--- config.mk ---
export PLATFORM = sky130hd
export DESIGN_NAME = if_stage_flat
export DESIGN_NICKNAME = d
export VERILOG_FILES = /design/src/rtl/if_stage_if.sv /design/src/rtl/if_stage.sv /design/src/flat_wrapper.sv
export SDC_FILE = /design/constraint.sdc
export NUM_CORES = 1
export LEC_CHECK = 0
export CAP_MARGIN = 30
export CORE_MARGIN = 5
export CORE_UTILIZATION = 51
export DETAILED_ROUTE_END_ITERATION = 7
export GPL_TIMING_DRIVEN = 0
export PLACE_DENSITY_LB_ADDON = 0.1
export SYNTH_ARGS = -nofsm -noshare
export SYNTH_HDL_FRONTEND = slang
export SYNTH_SLANG_ARGS = --single-unit
--- constraint.sdc ---
create_clock -name clk -period 3.63 [get_ports clk]
set_clock_uncertainty 0.2 [all_clocks]
set_input_delay 0.363 -clock clk [delete_from_list [all_inputs] [get_ports clk]]
set_output_delay 0.363 -clock clk [all_outputs]
set_load 0.05 [all_outputs]
--- src/rtl/if_stage_if.sv ---
// Fetch-stage bus: the instruction-memory port, hazard/redirect controls and the IF/ID register outputs.
// The master modport is the fetch stage's view; slave is the surrounding pipeline/memory view.
interface if_stage_if #(
  parameter int unsigned PC_WIDTH_LENGTH   = 32,
  parameter int unsigned INST_WIDTH_LENGTH = 32
);
  localparam int unsigned CNT_WIDTH = 32;

  logic [PC_WIDTH_LENGTH-1:0]   imem_pc;
  logic [INST_WIDTH_LENGTH-1:0] imem_inst;
  logic                         stall;
  logic                         redirect;
  logic [PC_WIDTH_LENGTH-1:0]   redirect_pc;
  logic [INST_WIDTH_LENGTH-1:0] ifid_inst;
  logic [PC_WIDTH_LENGTH-1:0]   ifid_pc;
  logic [PC_WIDTH_LENGTH-1:0]   ifid_pc4;
  logic                         ifid_valid;
  logic                         misalign_err;
  logic [CNT_WIDTH-1:0]         fetch_cnt;

  modport master (
    output imem_pc, ifid_inst, ifid_pc, ifid_pc4, ifid_valid, misalign_err, fetch_cnt,
    input  imem_inst, stall, redirect, redirect_pc
  );

  modport slave (
    input  imem_pc, ifid_inst, ifid_pc, ifid_pc4, ifid_valid, misalign_err, fetch_cnt,
    output imem_inst, stall, redirect, redirect_pc
  );
endinterface

--- src/rtl/if_stage.sv ---
// Instruction-fetch stage: owns the PC, fills the IF/ID register, and handles stalls,
// EX redirects and the halt that follows a misaligned redirect target.
module if_stage #(
  parameter int unsigned                  PC_WIDTH_LENGTH   = 32,
  parameter int unsigned                  INST_WIDTH_LENGTH = 32,
  parameter logic [PC_WIDTH_LENGTH-1:0]   RESET_PC          = '0,
  parameter logic [INST_WIDTH_LENGTH-1:0] NOP_INST          = INST_WIDTH_LENGTH'(32'h0000_0013)
) (
  input logic        clk,
  input logic        rst,
  if_stage_if.master bus
);
  localparam int unsigned CNT_WIDTH = 32;

  typedef enum logic {
    RUN  = 1'b0,
    HALT = 1'b1
  } state_t;

  state_t                       state;
  logic [PC_WIDTH_LENGTH-1:0]   pc_q;
  logic [PC_WIDTH_LENGTH-1:0]   pc_plus4;
  logic [INST_WIDTH_LENGTH-1:0] ifid_inst_q;
  logic [PC_WIDTH_LENGTH-1:0]   ifid_pc_q;
  logic [PC_WIDTH_LENGTH-1:0]   ifid_pc4_q;
  logic                         ifid_valid_q;
  logic                         misalign_q;
  logic [CNT_WIDTH-1:0]         fetch_cnt_q;
  logic                         target_misaligned;

  assign pc_plus4          = pc_q + PC_WIDTH_LENGTH'(4);
  assign target_misaligned = (bus.redirect_pc[1:0] != 2'b00);

  // Priority: reset, redirect, halt hold, stall hold, advance.
  always_ff @(posedge clk) begin
    if (rst) begin
      state        <= RUN;
      pc_q         <= RESET_PC;
      ifid_inst_q  <= NOP_INST;
      ifid_pc_q    <= '0;
      ifid_pc4_q   <= '0;
      ifid_valid_q <= 1'b0;
      misalign_q   <= 1'b0;
      fetch_cnt_q  <= '0;
    end else if (bus.redirect) begin
      pc_q         <= bus.redirect_pc;
      ifid_inst_q  <= NOP_INST;
      ifid_valid_q <= 1'b0;
      misalign_q   <= target_misaligned;
      state        <= target_misaligned ? HALT : RUN;
    end else if (state == HALT) begin
      // imem_inst is never sampled here, so a floating bus at a misaligned PC stays out of ID.
      ifid_inst_q  <= NOP_INST;
      ifid_valid_q <= 1'b0;
    end else if (!bus.stall) begin
      pc_q         <= pc_plus4;
      ifid_inst_q  <= bus.imem_inst;
      ifid_pc_q    <= pc_q;
      ifid_pc4_q   <= pc_plus4;
      ifid_valid_q <= 1'b1;
      fetch_cnt_q  <= fetch_cnt_q + CNT_WIDTH'(1);
    end
  end

  assign bus.imem_pc      = pc_q;
  assign bus.ifid_inst    = ifid_inst_q;
  assign bus.ifid_pc      = ifid_pc_q;
  assign bus.ifid_pc4     = ifid_pc4_q;
  assign bus.ifid_valid   = ifid_valid_q;
  assign bus.misalign_err = misalign_q;
  assign bus.fetch_cnt    = fetch_cnt_q;
endmodule
--- src/flat_wrapper.sv ---
// flat-port wrapper written by rule: the top's interface ports become plain ports
module if_stage_flat 
#(
  parameter int unsigned                  PC_WIDTH_LENGTH   = 32,
  parameter int unsigned                  INST_WIDTH_LENGTH = 32,
  parameter logic [PC_WIDTH_LENGTH-1:0]   RESET_PC          = '0,
  parameter logic [INST_WIDTH_LENGTH-1:0] NOP_INST          = INST_WIDTH_LENGTH'(32'h0000_0013)
)
  (clk, rst, bus_imem_pc, bus_ifid_inst, bus_ifid_pc, bus_ifid_pc4, bus_ifid_valid, bus_misalign_err, bus_fetch_cnt, bus_imem_inst, bus_stall, bus_redirect, bus_redirect_pc);
  if_stage_if #(.PC_WIDTH_LENGTH(PC_WIDTH_LENGTH), .INST_WIDTH_LENGTH(INST_WIDTH_LENGTH)) bus_i ();
  input logic clk;
  input logic rst;
  output wire logic [$bits(bus_i.imem_pc)-1:0] bus_imem_pc;
  output wire logic [$bits(bus_i.ifid_inst)-1:0] bus_ifid_inst;
  output wire logic [$bits(bus_i.ifid_pc)-1:0] bus_ifid_pc;
  output wire logic [$bits(bus_i.ifid_pc4)-1:0] bus_ifid_pc4;
  output wire logic [$bits(bus_i.ifid_valid)-1:0] bus_ifid_valid;
  output wire logic [$bits(bus_i.misalign_err)-1:0] bus_misalign_err;
  output wire logic [$bits(bus_i.fetch_cnt)-1:0] bus_fetch_cnt;
  input wire logic [$bits(bus_i.imem_inst)-1:0] bus_imem_inst;
  input wire logic [$bits(bus_i.stall)-1:0] bus_stall;
  input wire logic [$bits(bus_i.redirect)-1:0] bus_redirect;
  input wire logic [$bits(bus_i.redirect_pc)-1:0] bus_redirect_pc;
  assign bus_imem_pc = bus_i.imem_pc;
  assign bus_ifid_inst = bus_i.ifid_inst;
  assign bus_ifid_pc = bus_i.ifid_pc;
  assign bus_ifid_pc4 = bus_i.ifid_pc4;
  assign bus_ifid_valid = bus_i.ifid_valid;
  assign bus_misalign_err = bus_i.misalign_err;
  assign bus_fetch_cnt = bus_i.fetch_cnt;
  assign bus_i.imem_inst = bus_imem_inst;
  assign bus_i.stall = bus_stall;
  assign bus_i.redirect = bus_redirect;
  assign bus_i.redirect_pc = bus_redirect_pc;
  if_stage #(.PC_WIDTH_LENGTH(PC_WIDTH_LENGTH), .INST_WIDTH_LENGTH(INST_WIDTH_LENGTH), .RESET_PC(RESET_PC), .NOP_INST(NOP_INST)) u_core (.clk(clk), .rst(rst), .bus(bus_i));
endmodule
-- After elaboration in Yosys (flattened, before gate mapping)
Index checks and enable logic that the tools add are counted.
- equal/unequal tests: 2
- $add $sub $neg: 2
- reductions and logical operators: 4
- bitwise logic cells: 3
- mux-type cells: 4
- operator list (cell ; count):
    2-to-1 mux 32 bit ; 3
    adder 32 x 1 -> 32 bit, second input constant ; 1
    adder 32 x 3 -> 32 bit, second input constant ; 1
    inverter 1 bit ; 3
    AND reduction 3 bit ; 1
    OR reduction 3 bit ; 1
    inequality test 2 x 1 -> 1 bit, second input constant ; 1
    inequality test 2 bit, second input constant ; 1
    AND reduction 2 bit ; 1
    nonzero test 2 bit ; 1
    2-to-1 mux 1 bit ; 1
- bits of input ports: 68
- bits in registers: 163
- output and inout bits: 162
- word-level logic and storage cells: 23

-- Longest topological paths before layout
- word-level depth: 4
- mapped depth: 7
- gate-level depth less buffers: 5

-- Worst setup path after synthesis
Ideal clock, no wire load.
- path kind: reg2reg
- start: register u_core.pc_q[2], in the netlist u_core.bus.imem_pc[2]
- end: register u_core.pc_q[24], in the netlist u_core.bus.imem_pc[24]
- required time: 3.370 ns
- path slack: 0.885 ns
- cell stages (with the launch flop): 8
- path buffers: 2
- clock period less this slack: 2.745 ns
- data arrival time: 2.485 ns
- library setup time: 0.060 ns
- path through: dfxtp_1 -> ha_1 -> nand4_1 -> or4_1 -> clkbuf_1 -> buf_2 -> o311ai_0 -> o2111a_1
- word-level cells in the longest chain between the ends: 4
- ends and longest elaborated chain (item ; line ; source):
    start: declaration ; if_stage.sv:21 ; logic [PC_WIDTH_LENGTH-1:0] pc_q;
    start signal: assignment ; if_stage.sv:46 ; pc_q <= bus.redirect_pc;
    start signal: assignment ; if_stage.sv:56 ; pc_q <= pc_plus4;
    adder 32 x 3 -> 32 bit ; if_stage.sv:31 ; assign pc_plus4 = pc_q + PC_WIDTH_LENGTH'(4);
    2-to-1 mux 32 bit ; if_stage.sv:55 ; end else if (!bus.stall) begin
    2-to-1 mux 32 bit ; if_stage.sv:51 ; end else if (state == HALT) begin
    2-to-1 mux 32 bit ; if_stage.sv:45 ; end else if (bus.redirect) begin
No other way between the ends. The select of a mux whose other input is x is not followed.
A chain may end at the register's enable or synchronous reset.

-- Worst setup path after layout
Same ends and word-level chain as after synthesis.

==> run metrics <==
outcome=finished, final reports clean; area grow syn2layout=42.2%; Chip Width=130 um; Final Cell Area=10400 sq um; sw frac=28.8%; total of warnings raised by yosys=0; r2r worst-path depth=7; worst path arrival time=3030 ps; Final nets=1181; top post-synthesis cells by area=dfxtp_1 (44%), nand2_1 (5.1%), a21oi_1 (4.9%); share of the synthesized area in the top cell type=43.8%; post-CTS setup buffer count=0; crit-path max FO=10; max-cap violations=0; net count after synthesis=933; io pins=230; sequential share of the synthesized area=43.8%; DP Area=9820 sq um; Fin. Hold Viols=0; clock buffer count from CTS=17; vias in the first global route=7362; register clock-pin slew on the reported worst setup and hold paths=60 ps; Detail Placement HPWL=18000 um; most common library cell in the layout ignoring fill and taps=clkdlybuf4s50_1; Logic pwr share=17.8%; Gate Count Post-Synth=863; Root Driver=clkbuf_16; Remaining Overflow, GRT=0; Via Count=7667; synthesized cell area=7310 sq um; worst slew pin tran=1030 ps; Cell variety after synth=58; Initial Util=52.3%; CP Capture Type=flip-flop; GP Congestion=0.947; peak supply drop=306 uV; Synth Flop Type=dfxtp_1; initial antenna violation count=0; cell-internal power=3140 uW; # DRC=0; cts repair resizes=0; most frequent cells in the layout=clkdlybuf4s50_1 (228), dfxtp_1 (160), nand2_1 (100); Setup violations, final=0; H-tree lvl count=4; Fmax achieved=0.349 GHz; area leader, netlist=dfxtp_1; ANT cells=0; Worst setup SP type=flip-flop; CP Class=flip-flop to flip-flop; total length of routed wires=25100 um; reg2reg setup slack=770 ps; Via density=5.88; CP Data Required Time=3790 ps; RSZ-0062 raised after global routing=false; row cnt=43; #FFs+latches synth=160; # port buffers=228; wire per inst=19.2 um; Worst Hold Path EP=u_core.bus.ifid_pc[17]; Hold WC Path Type=flip-flop to flip-flop; Core ar.=14000 sq um; Net Switching=1270 uW; first-pass GRT wire length=39000 um; hold_sp=u_core.bus.ifid_pc[17]; CTS tree=built; Power per Cell Area=425 nW/um^2; Hold Path Depth=2; Lkg Pwr=0.00353 uW; total die area=16800 sq um; Sink Count=160; clk_lat worst skew=420 ps; register share of total power=42.6%; Avg Synthesized Cell Area=8.47 sq um; layout cells sized above 1=6.86%; setup_tns=0 ps; worst r2r src=u_core.bus.imem_pc[2]; EDFF count, synth=0; FF-to-FF End=u_core.bus.imem_pc[24]; fin crit period=2860 ps; post-layout util=74.3%; die height=130 um; Clock power frac=39.6%; ys async rst share=0%; Worst slew margin=31.0%; Final period util=78.9%; largest net degree at the start of global routing=17; DR iter-0 viols=809; DRT Pass-1 Iters=5; deepest clock path buffer count=2; Detail Route Antenna Nets=0; GRT Overall Usage=29.4%; Slew Limit Fails=0; # hold bufs at CTS=0
[metal layers]
metal / part of all wire (%) / vias up / GRT usage, % / routed length, um
li1: - / 3613 / - / -
met3: 12 / 76 / 9.29 / 3130
met4: 3.5 / 0 / 11.9 / 888
met5: 0 / - / 0 / 0
met2: 44 / 475 / 45.3 / 11100
met1: 40 / 3503 / 38.6 / 9940
[Yosys cell counts, types with 3 or more instances]
library cell / number
dfxtp_1: 160
a21oi_1: 71
and4_1: 5
nor4_1: 17
or4_1: 23
nor2_1: 82
inv_1: 11
or3_1: 21
o311ai_0: 7
a311oi_1: 12
or2_2: 4
a31oi_1: 7
and3_1: 5
o31ai_1: 14
o211ai_1: 7
nand3_1: 31
o21ai_0: 37
and4_2: 4
mux2i_1: 34
buf_2: 9
nand4_1: 20
or3_2: 3
clkbuf_8: 8
clkbuf_2: 3
xor2_1: 7
clkbuf_1: 53
xnor2_1: 25
a211oi_1: 16
nand2_1: 100
buf_4: 6
nor3_1: 20
[how the worst max path moves through the flow]
stage / cells after the start / slack [ps] / endpoint / from
floorplan: 7 / 890 / u_core.bus.imem_pc[24] / u_core.bus.imem_pc[2]
global placement: 7 / 460 / u_core.bus.ifid_pc4[21] / bus_stall
detailed placement: 7 / 470 / u_core.bus.ifid_pc4[21] / bus_stall
CTS: 7 / 790 / u_core.bus.imem_pc[24] / u_core.bus.imem_pc[2]
global route: 7 / 560 / u_core.bus.imem_pc[24] / u_core.bus.imem_pc[2]
finish: 7 / 770 / u_core.bus.imem_pc[24] / u_core.bus.imem_pc[2]
[power groups by stage]
stage | clock network [uW] | logic (uW) | registers, uW
2_1_floorplan | 0 | 247 | 2140
3_3_place_gp | 0 | 769 | 1920
6_report | 1750 | 784 | 1880
3_5_place_dp | 0 | 773 | 1920
4_1_cts | 1760 | 777 | 1880
5_1_grt | 1840 | 822 | 1890
[flip-flops by register name, summed over array words and instances, names as in the netlist]
| signal | cells |
|---|---|
| u_core.bus.misalign_err | 1 |
| u_core.bus.ifid_inst | 32 |
| u_core.bus.fetch_cnt | 32 |
| u_core.bus.imem_pc | 32 |
| u_core.bus.ifid_pc | 30 |
| u_core.bus.ifid_pc4 | 32 |
| u_core.bus.ifid_valid | 1 |
[logic make-up after synthesis]
| kind of cell | Yosys count | synth area share [%] |
|---|---|---|
| compound gates | 190 | 16.4 |
| xor+xnor | 32 | 3.83 |
| fa+ha+maj | 2 | 0.342 |
| buf+inv | 95 | 6.64 |
| flops | 160 | 43.8 |
| mux | 36 | 4.96 |
| simple gates | 348 | 24.0 |
[layout make-up]
class                      count  area (sq um)
sequential                   160          3200
buffer                        82           437
clock inverter                11           115
inverter                      13          48.8
multi-input combinational    608          3620
clock buffer                  20           457
timing repair buffer         229          2290
fill                        1101          3590
tap                          180           225
[stage by stage]
step                      total power [uW]  worst slack, ps  instances  hold slack [ps]
after CTS                             4420              795       1303              255
after global placement                2690              459       1271              238
after floorplan                       2380              885        863              245
final                                 4420              766       1303              253
after global routing                  4550              562       1303              277
after detailed placement              2690              475       1272              246
[critical path, stage by stage (launching register included)]
cell and delay, ps:
dfxtp_1 500, ha_1 340, nand4_1 150, or4_1 560, clkbuf_1 220, buf_2 230, o311ai_0 370, o2111a_1 240
Power figures use the tool's default switching activity.
